## config.mk

```make
export PLATFORM = sky130hd
export DESIGN_NAME = mult_controller
export DESIGN_NICKNAME = d
export VERILOG_FILES = /design/src/rtl/mult_pkg.sv /design/src/rtl/iter_counter.sv /design/src/rtl/mult_controller.sv
export SDC_FILE = /design/constraint.sdc
export NUM_CORES = 1
export LEC_CHECK = 0
export CAP_MARGIN = 0
export CORE_AREA = 5 5 42 44
export DETAILED_ROUTE_END_ITERATION = 8
export DIE_AREA = 0 0 47 49
export PLACE_DENSITY = 0.46
export SLEW_MARGIN = 20
export SYNTH_ARGS = -nofsm -noshare
export SYNTH_HDL_FRONTEND = slang
export SYNTH_SLANG_ARGS = --single-unit
```

## constraint.sdc

```tcl
create_clock -name clk -period 3.55 [get_ports clk]
set_clock_uncertainty 0.1 [all_clocks]
set_input_delay 0.71 -clock clk [delete_from_list [all_inputs] [get_ports clk]]
set_output_delay 0.71 -clock clk [all_outputs]
set_load 0.01 [all_outputs]
```

## src/rtl/mult_pkg.sv

```systemverilog
// Shared definitions for the shift-add multiplier controller: default operand
// width and the FSM state encoding.
package mult_pkg;

  localparam int WIDTH_DEF = 4;

  typedef logic [2:0] state_t;

  localparam state_t IDLE  = 3'd0;
  localparam state_t LOAD  = 3'd1;
  localparam state_t ADD   = 3'd2;
  localparam state_t SHIFT = 3'd3;
  localparam state_t DONE  = 3'd4;

endpackage

```

## src/rtl/iter_counter.sv

```systemverilog
// Iteration counter for the shift-add loop; clear has priority over inc.
module iter_counter #(
  parameter int CW = 3
) (
  input  logic          clk,
  input  logic          rst,
  input  logic          clear,
  input  logic          inc,
  output logic [CW-1:0] count
);

  always_ff @(posedge clk or posedge rst) begin
    if (rst) begin
      count <= '0;
    end else if (clear) begin
      count <= '0;
    end else if (inc) begin
      count <= count + 1'b1;
    end
  end

endmodule

```

## src/rtl/mult_controller.sv

```systemverilog
// Moore FSM sequencing a WIDTH-iteration shift-add multiplier datapath.
// add_en is the only output that also depends on an input (q0).
module mult_controller
  import mult_pkg::*;
#(
  parameter int WIDTH = WIDTH_DEF
) (
  input  logic clk,
  input  logic rst,
  input  logic start,
  input  logic q0,
  output logic load,
  output logic clr_p,
  output logic add_en,
  output logic shift_en,
  output logic busy,
  output logic done
);

  localparam int CW = $clog2(WIDTH) + 1;
  localparam logic [CW-1:0] LAST_ITER = CW'(WIDTH - 1);

  state_t          state;
  state_t          state_nxt;
  logic [CW-1:0]   count;
  logic            cnt_clear;
  logic            cnt_inc;

  iter_counter #(.CW(CW)) u_iter_counter (
    .clk   (clk),
    .rst   (rst),
    .clear (cnt_clear),
    .inc   (cnt_inc),
    .count (count)
  );

  always_ff @(posedge clk or posedge rst) begin
    if (rst) begin
      state <= IDLE;
    end else begin
      state <= state_nxt;
    end
  end

  // start is only looked at in IDLE, so requests while busy are dropped.
  always_comb begin
    state_nxt = state;
    case (state)
      IDLE:    if (start) state_nxt = LOAD;
      LOAD:    state_nxt = ADD;
      ADD:     state_nxt = SHIFT;
      SHIFT:   state_nxt = (count == LAST_ITER) ? DONE : ADD;
      DONE:    state_nxt = IDLE;
      default: state_nxt = IDLE;
    endcase
  end

  assign cnt_clear = (state == LOAD);
  assign cnt_inc   = (state == SHIFT);

  always_comb begin
    load     = 1'b0;
    clr_p    = 1'b0;
    add_en   = 1'b0;
    shift_en = 1'b0;
    busy     = 1'b0;
    done     = 1'b0;
    case (state)
      LOAD: begin
        load  = 1'b1;
        clr_p = 1'b1;
        busy  = 1'b1;
      end
      ADD: begin
        add_en = q0;
        busy   = 1'b1;
      end
      SHIFT: begin
        shift_en = 1'b1;
        busy     = 1'b1;
      end
      DONE: begin
        done = 1'b1;
        busy = 1'b1;
      end
      default: ;
    endcase
  end

endmodule

```

=== Word level (Yosys, flattened, before mapping) ===
Cells that the tools add are included.

* Multipliers: 0
* Add/subtract/negate cells: 1
* Reductions and logical operators: 3
* Equality and inequality tests: 6
* Bitwise gates (word level): 0
* Order comparisons: 0
* Div/mod/pow operators: 0
* Multiplexer cells: 10
* Shift operators: 0

{| class="wikitable"
|+ Operators by type and width
! cell !! number
|-
| $mux 3 || 4
|-
| $pmux 3 s4 || 1
|-
| $eq 3x2->1 const B || 3
|-
| $mux 1 || 5
|-
| $reduce_or 4->1 || 1
|-
| $add 3x1->3 const B || 1
|-
| $eq 3x1->1 const B || 1
|-
| $eq 3x3->1 const B || 1
|-
| $logic_not 3->1 || 1
|-
| $ne 2x2->1 const B || 1
|-
| $reduce_bool 2->1 || 1
|}

* Bits in read-only memories: 0
* Output and inout port bits: 6
* Bits in registers: 6
* Memories: 0
* Latch bits: 0
* Bits in writable memories: 0

=== Logic depth before layout (Yosys ltp) ===
Gate-level depths: netlist of the first run.

* Depth in word-level cells: 3
* Gate-level depth with buffers: 4

=== Modules after synthesis ===
A second synthesis of the first run with hierarchy kept.

* Cell total of the unflattened synthesis: 30
* Area, all modules: 307.8 um2

{| class="wikitable"
|+ Modules (own cells, without submodules)
! module !! cells an instance !! area each (um2) !! sequential area each (um2) !! times used
|-
| mult_controller || 18 || 167.7 || 75.1 || 1
|-
| iter_counter || 12 || 140.1 || 75.1 || 1
|}

=== Worst setup path after synthesis of the first run ===
No wires, ideal clock.

* Path type: flip-flop to output port
* From: register state[2]
* To: output load
* Required time: 2.740 ns
* Stages on the path, launching flop included: 4
* Slack: 1.690 ns
* Arrival: 1.050 ns
* Path buffers: 1
* Cells stage by stage: dfrtp_1 -> nor2b_4 -> nor2b_1 -> buf_4

* Longest elaborated chain between the ends: 2

{| class="wikitable"
|+ Ends and longest elaborated chain
! item !! RTL line !! source
|-
| from (decl) || mult_controller.sv:23 || <nowiki>state_t state;</nowiki>
|-
| from (signal assigned) || mult_controller.sv:41 || <nowiki>state <= state_nxt;</nowiki>
|-
| $eq 3x1->1 || - ||
|-
| $mux 1 || - ||
|-
| to (decl) || mult_controller.sv:12 || <nowiki>output logic load,</nowiki>
|}

No other way between the ends.

=== Worst setup path after layout of the first run ===
* From: input q0
* To: output add_en

* Longest elaborated chain between the ends: 1

{| class="wikitable"
|+ Ends and longest elaborated chain
! item !! RTL line !! source
|-
| from (decl) || mult_controller.sv:11 || <nowiki>input logic q0,</nowiki>
|-
| $mux 1 || mult_controller.sv:68 || <nowiki>case (state)</nowiki>
|-
| to (decl) || mult_controller.sv:14 || <nowiki>output logic add_en,</nowiki>
|}

No other way between the ends.

==> impl_results.html, run 1 <==
<table>
<tr><th>Metric</th><th>Value</th></tr>
<tr><th colspan="2">Floorplan</th></tr>
<tr><td>Die Wd</td><td>47 microns</td></tr>
<tr><td>Placeable Area</td><td>1400 sq um</td></tr>
<tr><td>Starting density of the core</td><td>0.238</td></tr>
<tr><td>DIE AREA</td><td>2300 sq um</td></tr>
<tr><td>Row count</td><td>14</td></tr>
<tr><td>Top-level I/O count</td><td>10</td></tr>
<tr><td>Chip height</td><td>49 microns</td></tr>
<tr><th colspan="2">Critical path</th></tr>
<tr><td>Endpoint of the worst register-to-register path</td><td>u_iter_counter.count[2]</td></tr>
<tr><td>Worst flop-to-flop path startpoint</td><td>u_iter_counter.count[0]</td></tr>
<tr><td>Buffering stage count on the worst path with inverters included</td><td>2</td></tr>
<tr><td>Kind of capture point of the worst setup path</td><td>primary output</td></tr>
<tr><td>Register-to-Register Path Depth</td><td>4</td></tr>
<tr><td>Destination of the critical timing path</td><td>add_en</td></tr>
<tr><td>Endpoint required time on the critical path</td><td>2740 ps</td></tr>
<tr><td>CP Max Fanout</td><td>1</td></tr>
<tr><td>Kind of start point of the critical path</td><td>input pin</td></tr>
<tr><td>Critical path data arrival time</td><td>1930 ps</td></tr>
<tr><td>Cell family with most CP delay</td><td>buffers and inverters</td></tr>
<tr><td>Critical path start-end classification</td><td>in2out</td></tr>
<tr><td>Worst path max stage delay</td><td>560 ps</td></tr>
<tr><td>Cell chain of the critical path</td><td>clkdlybuf4s50_1, nand2_1, nor3_1, clkdlybuf4s50_1</td></tr>
<tr><td>Worst setup startpoint</td><td>q0</td></tr>
<tr><td>CP max-delay cell</td><td>sky130_fd_sc_hd__clkdlybuf4s50_1</td></tr>
<tr><td>Worst path depth</td><td>4</td></tr>
<tr><td>Cell occurring most often along the worst timing path</td><td>sky130_fd_sc_hd__clkdlybuf4s50_1</td></tr>
<tr><td>Worst reg2reg setup slack</td><td>2190 ps</td></tr>
<tr><th colspan="2">Timing</th></tr>
<tr><td>Total count of max-transition violations in the final report</td><td>0</td></tr>
<tr><td>Number of hold violations in the final report</td><td>0</td></tr>
<tr><td>RSZ-0062 raised after global routing</td><td>no</td></tr>
<tr><td>Fmax</td><td>0.365 GHz</td></tr>
<tr><td>Slew Limit Headroom</td><td>0.810</td></tr>
<tr><td>Setup Viol. Count Final</td><td>0</td></tr>
<tr><td>Measured slew at the worst slew-check pin</td><td>285 ps</td></tr>
<tr><td>Final total negative setup slack</td><td>0 ps</td></tr>
<tr><td>Fraction of the cycle the final worst path needs</td><td>0.771</td></tr>
<tr><td>Period minus WS final</td><td>2740 ps</td></tr>
<tr><th colspan="2">Drt</th></tr>
<tr><td>Mean number of vias per cell</td><td>4.26</td></tr>
<tr><td>Iteration-0 DRC Markers</td><td>0</td></tr>
<tr><td>Vias</td><td>247</td></tr>
<tr><td>Wirelength per Cell</td><td>11.3 microns</td></tr>
<tr><td>Residual DRC</td><td>0</td></tr>
<tr><td>Antenna viol nets, final</td><td>0</td></tr>
<tr><td>Total wirelength of the detailed-routed design</td><td>657 microns</td></tr>
<tr><td>Detailed Routing Iterations Pass 1</td><td>1</td></tr>
<tr><th colspan="2">Place</th></tr>
<tr><td>Number of I/O port buffers</td><td>9</td></tr>
<tr><td>Placed cell count</td><td>55</td></tr>
<tr><td>Routability Congestion</td><td>0.651</td></tr>
<tr><td>Detailed Place HPWL</td><td>521 microns</td></tr>
<tr><th colspan="2">Power</th></tr>
<tr><td>Total leakage power</td><td>0.000211 uW</td></tr>
<tr><td>Register share of total power</td><td>0.348</td></tr>
<tr><td>Sw Pwr</td><td>129 uW</td></tr>
<tr><td>Largest vdd supply drop</td><td>0.245 mV</td></tr>
<tr><td>Sw frac</td><td>0.342</td></tr>
<tr><td>Power per cell area</td><td>832 nW/um^2</td></tr>
<tr><td>Clock Power Share</td><td>0.166</td></tr>
<tr><td>Design internal power</td><td>249 uW</td></tr>
<tr><td>Proportion of power drawn by combinational gates</td><td>0.485</td></tr>
<tr><th colspan="2">GRT</th></tr>
<tr><td>First-pass GRT wire length</td><td>1080 microns</td></tr>
<tr><td>Met3 usage</td><td>0.0443</td></tr>
<tr><td>Maximum number of pins on one net before global-route repair</td><td>11</td></tr>
<tr><td>Vias in the first global route</td><td>256</td></tr>
<tr><td>Global route total overflow</td><td>0</td></tr>
<tr><td>Met1 GRT Util</td><td>0.0631</td></tr>
<tr><td>Antenna violations before repair</td><td>0</td></tr>
<tr><td>Global-route total usage across every layer</td><td>0.0681</td></tr>
<tr><td>Busiest grt layer</td><td>met2</td></tr>
<tr><td>Met2 capacity usage during global routing</td><td>0.106</td></tr>
<tr><th colspan="2">Logic synthesis</th></tr>
<tr><td>Synth area leader</td><td>sky130_fd_sc_hd__dfrtp_1</td></tr>
<tr><td>Top cells by count, synth</td><td>sky130_fd_sc_hd__dfrtp_1 (6), sky130_fd_sc_hd__inv_1 (3), sky130_fd_sc_hd__nor3_1 (3)</td></tr>
<tr><td>Instance count of the mapped netlist</td><td>32</td></tr>
<tr><td>Asr flop ratio synth</td><td>1.00</td></tr>
<tr><td>Post-synth EDFFs</td><td>0</td></tr>
<tr><td>Fraction of synthesized cell area taken by the top area cell type</td><td>0.449</td></tr>
<tr><td>Most instantiated library cell after synthesis</td><td>sky130_fd_sc_hd__dfrtp_1</td></tr>
<tr><td>Number of unique standard cell types used by synthesis</td><td>18</td></tr>
<tr><td>Share of the yosys chip area belonging to registers</td><td>0.449</td></tr>
<tr><td>Avg Inst Size Synth</td><td>10.4 sq um</td></tr>
<tr><td>Yosys warning count</td><td>0</td></tr>
<tr><td>Number of nets in the synthesized netlist</td><td>38</td></tr>
<tr><td>Post-synthesis instance area</td><td>334 sq um</td></tr>
<tr><td>Biggest area contributors in the synthesized netlist</td><td>sky130_fd_sc_hd__dfrtp_1 (45%), sky130_fd_sc_hd__ha_1 (7.5%), sky130_fd_sc_hd__nor3_1 (4.5%)</td></tr>
<tr><td>Predominant post-synthesis flop cell</td><td>sky130_fd_sc_hd__dfrtp_1</td></tr>
<tr><td>FF+latch count, synth</td><td>6</td></tr>
<tr><th colspan="2">Job</th></tr>
<tr><td>Maxcap violations</td><td>0</td></tr>
<tr><th colspan="2">Clocking</th></tr>
<tr><td>CTS clk-pin slew, worst paths</td><td>40 ps</td></tr>
<tr><td>TritonCTS Buffers</td><td>3</td></tr>
<tr><td>Max Root-Sink Buffers</td><td>2</td></tr>
<tr><td>Hold-fix buffers, CTS</td><td>0</td></tr>
<tr><td>TritonCTS clock tree</td><td>done</td></tr>
<tr><td>Number of clock sinks</td><td>6</td></tr>
<tr><td># Post-CTS Setup Buffers</td><td>0</td></tr>
<tr><td>Clock latency at the later pin of the worst-skew pair</td><td>240 ps</td></tr>
<tr><td>Root buffer cell</td><td>sky130_fd_sc_hd__clkbuf_4</td></tr>
<tr><td>H-tree Lvls</td><td>1</td></tr>
<tr><td>Number of gates given a new drive strength after cts</td><td>0</td></tr>
<tr><th colspan="2">Worst hold path</th></tr>
<tr><td>Hold WC Path Type</td><td>reg2reg</td></tr>
<tr><th colspan="2">Layout</th></tr>
<tr><td>Fillers</td><td>158</td></tr>
<tr><td>Area growth from synthesis to layout</td><td>36.0%</td></tr>
<tr><td>ANT cells</td><td>0</td></tr>
<tr><td>Non-filler cells in the finished layout</td><td>58</td></tr>
<tr><td>Fraction of layout cells with a size suffix above 1</td><td>0.190</td></tr>
<tr><td>Number of nets in the layout</td><td>50</td></tr>
<tr><th colspan="2">Run status</th></tr>
<tr><td>Outcome</td><td>finished clean</td></tr>
</table>
-- worst register-to-register path, stage by stage (launching register included) --
cell and delay [ps]:
sky130_fd_sc_hd__dfrtp_1 400, sky130_fd_sc_hd__ha_1 220, sky130_fd_sc_hd__ha_1 270, sky130_fd_sc_hd__nand4bb_1 180, sky130_fd_sc_hd__o21ai_0 100
-- final cells by class --
class                      count  area [sq um]  area share
inverter                       3          11.3      0.0248
clock buffer                   3          22.5      0.0496
tap                           16          20.0      0.0441
sequential                     6           150       0.331
timing repair buffer           9          90.1       0.198
multi-input combinational     21           160       0.353
-- worst min path at each step --
stage / startpoint / end / slack [ps] / cells past startpoint
floorplan: state[0] / state[0] / 390 / 1
global route: u_iter_counter.count[1] / u_iter_counter.count[1] / 470 / 2
global placement: u_iter_counter.count[1] / u_iter_counter.count[1] / 410 / 2
CTS: u_iter_counter.count[1] / u_iter_counter.count[1] / 440 / 2
detailed placement: u_iter_counter.count[1] / u_iter_counter.count[1] / 430 / 2
finish: u_iter_counter.count[1] / u_iter_counter.count[1] / 430 / 2
-- layer usage --
| metal | vias to the layer above | share of wire | wire length [microns] |
|---|---|---|---|
| met5 | - | 0 | 0 |
| met3 | 2 | 0.084 | 55 |
| li1 | 124 | - | - |
| met4 | 0 | 0.0061 | 4 |
| met2 | 6 | 0.51 | 332 |
| met1 | 115 | 0.40 | 265 |
-- metrics by stage --
step | util | setup WS [ps] | hold slack [ps] | power, uW | area [sq um]
after floorplan | - | 1690 | 388 | 250 | 334
after global placement | 0.308 | 837 | 410 | 310 | 432
after detailed placement | 0.308 | 817 | 430 | 322 | 432
after CTS | 0.324 | 807 | 437 | 388 | 454
after global routing | 0.324 | 726 | 474 | 415 | 454
final | 0.324 | 814 | 434 | 378 | 454
-- placed cells by master (no fill, tap or decap) --
cell,synthesis,final
sky130_fd_sc_hd__and2_2,2,2
sky130_fd_sc_hd__and3_1,1,1
sky130_fd_sc_hd__and3_2,1,1
sky130_fd_sc_hd__clkbuf_4,0,3
sky130_fd_sc_hd__clkdlybuf4s50_1,0,9
sky130_fd_sc_hd__dfrtp_1,6,6
sky130_fd_sc_hd__ha_1,2,2
sky130_fd_sc_hd__inv_1,3,3
sky130_fd_sc_hd__mux2_4,1,1
sky130_fd_sc_hd__mux2i_1,1,1
sky130_fd_sc_hd__nand2_1,2,2
sky130_fd_sc_hd__nand4bb_1,1,1
sky130_fd_sc_hd__nor2_1,2,2
sky130_fd_sc_hd__nor2b_1,2,2
sky130_fd_sc_hd__nor2b_4,1,1
sky130_fd_sc_hd__nor3_1,3,3
sky130_fd_sc_hd__o21ai_0,1,1
sky130_fd_sc_hd__xnor2_1,1,1
-- sequential cells by signal, indices dropped and copies added, names as in the netlist --
name	count
state	3
u_iter_counter.count	3
-- power by group through the flow --
| stage | combinational, uW | clock (uW) | sequential, uW |
|---|---|---|---|
| 2_1_floorplan | 133 | 0 | 117 |
| 3_3_place_gp | 181 | 0 | 129 |
| 3_5_place_dp | 189 | 0 | 133 |
| 4_1_cts | 190 | 65.8 | 132 |
| 5_1_grt | 205 | 72.9 | 137 |
| 6_report | 183 | 62.9 | 132 |
-- cell families after synthesis --
kind of cell / count (synthesis) / share of synthesized area
flops: 6 / 0.449
xor+xnor: 1 / 0.0262
buf+inv: 5 / 0.0712
mux: 2 / 0.0749
compound gates: 1 / 0.0150
simple gates: 15 / 0.288
fa+ha+maj: 2 / 0.0749
No activity file was read; power rests on OpenSTA's default activity.
==> inputs of run 2 (changes only) <==
- clock period: 3.55 -> 2.8 ns (I/O delays scaled with it)
==> impl_results.html, run 2 (same netlist as run 1, synthesis figures left out) <==
<table>
<tr><th>Metric</th><th>Value</th></tr>
<tr><th colspan="2">Run status</th></tr>
<tr><td>Outcome</td><td>finished clean</td></tr>
<tr><th colspan="2">Layout</th></tr>
<tr><td>Top flop regs</td><td>state (3), u_iter_counter.count (3)</td></tr>
<tr><td>Leading cell type in the layout, fill and taps excluded</td><td>sky130_fd_sc_hd__clkdlybuf4s50_1</td></tr>
<tr><td>Most frequent cells in the layout</td><td>sky130_fd_sc_hd__clkdlybuf4s50_1 (9), sky130_fd_sc_hd__dfrtp_1 (6), sky130_fd_sc_hd__inv_1 (3), sky130_fd_sc_hd__nor3_1 (3), sky130_fd_sc_hd__clkbuf_4 (3)</td></tr>
<tr><td>Fraction of layout cells with a size suffix above 1</td><td>0.190</td></tr>
<tr><td>Area growth from synthesis to layout</td><td>36.0%</td></tr>
<tr><td>Fillers</td><td>156</td></tr>
<tr><td>Non-filler cells in the finished layout</td><td>58</td></tr>
<tr><td>Number of nets in the layout</td><td>50</td></tr>
<tr><td>ANT cells</td><td>0</td></tr>
<tr><th colspan="2">Floorplan</th></tr>
<tr><td>Top-level I/O count</td><td>10</td></tr>
<tr><td>Chip height</td><td>49 microns</td></tr>
<tr><td>Die Wd</td><td>47 microns</td></tr>
<tr><td>Placeable Area</td><td>1400 sq um</td></tr>
<tr><td>DIE AREA</td><td>2300 sq um</td></tr>
<tr><td>Row count</td><td>14</td></tr>
<tr><td>Starting density of the core</td><td>0.238</td></tr>
<tr><th colspan="2">Clocking</th></tr>
<tr><td># Post-CTS Setup Buffers</td><td>0</td></tr>
<tr><td>Hold-fix buffers, CTS</td><td>0</td></tr>
<tr><td>TritonCTS clock tree</td><td>done</td></tr>
<tr><td>TritonCTS Buffers</td><td>3</td></tr>
<tr><td>Max Root-Sink Buffers</td><td>2</td></tr>
<tr><td>Root buffer cell</td><td>sky130_fd_sc_hd__clkbuf_4</td></tr>
<tr><td>H-tree Lvls</td><td>1</td></tr>
<tr><td>Clock latency at the later pin of the worst-skew pair</td><td>240 ps</td></tr>
<tr><td>Number of clock sinks</td><td>6</td></tr>
<tr><td>CTS clk-pin slew, worst paths</td><td>50 ps</td></tr>
<tr><td>Number of gates given a new drive strength after cts</td><td>0</td></tr>
<tr><th colspan="2">Critical path</th></tr>
<tr><td>Endpoint required time on the critical path</td><td>2140 ps</td></tr>
<tr><td>Critical path data arrival time</td><td>1770 ps</td></tr>
<tr><td>Worst path max stage delay</td><td>560 ps</td></tr>
<tr><td>CP Max Fanout</td><td>1</td></tr>
<tr><td>CP max-delay cell</td><td>sky130_fd_sc_hd__clkdlybuf4s50_1</td></tr>
<tr><td>Critical path start-end classification</td><td>in2out</td></tr>
<tr><td>Worst setup startpoint</td><td>q0</td></tr>
<tr><td>Kind of start point of the critical path</td><td>input pin</td></tr>
<tr><td>Worst flop-to-flop path startpoint</td><td>u_iter_counter.count[0]</td></tr>
<tr><td>Kind of capture point of the worst setup path</td><td>primary output</td></tr>
<tr><td>Cell chain of the critical path</td><td>clkdlybuf4s50_1, nand2_1, nor3_1, clkdlybuf4s50_1</td></tr>
<tr><td>Cell occurring most often along the worst timing path</td><td>sky130_fd_sc_hd__clkdlybuf4s50_1</td></tr>
<tr><th colspan="2">Drt</th></tr>
<tr><td>Iteration-0 DRC Markers</td><td>1</td></tr>
<tr><td>Residual DRC</td><td>0</td></tr>
<tr><td>Antenna viol nets, final</td><td>0</td></tr>
<tr><td>Detailed Routing Iterations Pass 1</td><td>2</td></tr>
<tr><td>Total wirelength of the detailed-routed design</td><td>623 microns</td></tr>
<tr><td>Wirelength per Cell</td><td>10.7 microns</td></tr>
<tr><td>Vias</td><td>246</td></tr>
<tr><td>Mean number of vias per cell</td><td>4.24</td></tr>
<tr><th colspan="2">Power</th></tr>
<tr><td>Clock Power Share</td><td>0.165</td></tr>
<tr><td>Power after layout</td><td>474 uW</td></tr>
<tr><td>Largest vdd supply drop</td><td>0.311 mV</td></tr>
<tr><td>Total leakage power</td><td>0.000211 uW</td></tr>
<tr><td>Proportion of power drawn by combinational gates</td><td>0.484</td></tr>
<tr><td>Power per cell area</td><td>1040 nW/um^2</td></tr>
<tr><td>Sw Pwr</td><td>160 uW</td></tr>
<tr><td>Sw frac</td><td>0.336</td></tr>
<tr><td>Design internal power</td><td>315 uW</td></tr>
<tr><td>Register share of total power</td><td>0.351</td></tr>
<tr><th colspan="2">GRT</th></tr>
<tr><td>Antenna violations before repair</td><td>0</td></tr>
<tr><td>Global route total overflow</td><td>0</td></tr>
<tr><td>Global-route total usage across every layer</td><td>0.0645</td></tr>
<tr><td>Maximum number of pins on one net before global-route repair</td><td>11</td></tr>
<tr><td>Vias in the first global route</td><td>228</td></tr>
<tr><td>First-pass GRT wire length</td><td>1000 microns</td></tr>
<tr><th colspan="2">Worst hold path</th></tr>
<tr><td>Hold WC Path Type</td><td>in2async</td></tr>
<tr><th colspan="2">Place</th></tr>
<tr><td>Placed cell count</td><td>55</td></tr>
<tr><td>Routability Congestion</td><td>0.650</td></tr>
<tr><td>Worst setup timing slack at the placement stage</td><td>381 ps</td></tr>
<tr><td>Number of I/O port buffers</td><td>9</td></tr>
<tr><td>Detailed Place HPWL</td><td>466 microns</td></tr>
<tr><th colspan="2">Timing</th></tr>
<tr><td>Total count of max-transition violations in the final report</td><td>0</td></tr>
<tr><td>Period minus WS final</td><td>2430 ps</td></tr>
<tr><td>RSZ-0062 raised after global routing</td><td>no</td></tr>
<tr><td>Worst path setup slack after routing</td><td>371 ps</td></tr>
<tr><td>Final total negative setup slack</td><td>0 ps</td></tr>
<tr><td>Setup Viol. Count Final</td><td>0</td></tr>
<tr><td>Number of hold violations in the final report</td><td>0</td></tr>
<tr><td>Fraction of the cycle the final worst path needs</td><td>0.868</td></tr>
<tr><td>Slew Limit Headroom</td><td>0.810</td></tr>
<tr><td>Measured slew at the worst slew-check pin</td><td>285 ps</td></tr>
<tr><td>Fmax</td><td>0.412 GHz</td></tr>
<tr><th colspan="2">Job</th></tr>
<tr><td>Maxcap violations</td><td>0</td></tr>
</table>
run 2: power groups by stage:
stage               sequential (uW)  clock, uW  combinational (uW)
floorplan                       149          0                 168
global placement                164          0                 230
detailed placement              167          0                 235
CTS                             167       83.8                 236
global route                    171       89.6                 256
finish                          167       78.1                 230
run 2: layout make-up:
class,instances,area (sq um),share of cell area
clock buffers,3,22.5,0.0496
inverters,3,11.3,0.0248
multi-input cells,21,160,0.353
flip-flops and latches,6,150,0.331
well taps,16,20.0,0.0441
repair buffers,9,90.1,0.198
run 2: final timing paths:
path                       depth (start not counted)  slack (ps)                 endpoint
max in group asynchronous                          2        1980  u_iter_counter.count[0]
hold reg to reg                                    2         430  u_iter_counter.count[1]
setup reg to reg                                   4        1490  u_iter_counter.count[2]
setup / recovery                                   4         370                   add_en
min in group clk                                   2         430  u_iter_counter.count[1]
hold / removal                                     2         430  u_iter_counter.count[1]
run 2: worst max-delay path: cells and delay by family:
family / cells / cell delay, ps
simple gates: 2 / 190
buf+inv: 2 / 1010
run 2: per-layer routing:
| metal | wire (microns) | GRT usage | vias to the layer above |
|---|---|---|---|
| li1 | - | - | 123 |
| met4 | 0 | 0.0276 | 0 |
| met1 | 257 | 0.0650 | 115 |
| met5 | 0 | 0 | - |
| met3 | 68 | 0.0590 | 0 |
| met2 | 296 | 0.0905 | 8 |
run 2: stage by stage:
step	hold WS [ps]	area [sq um]	utilization
2_1_floorplan	251	334	-
3_3_place_gp	410	432	0.308
3_5_place_dp	429	432	0.308
4_1_cts	430	454	0.324
5_1_grt	436	454	0.324
6_report	427	454	0.324
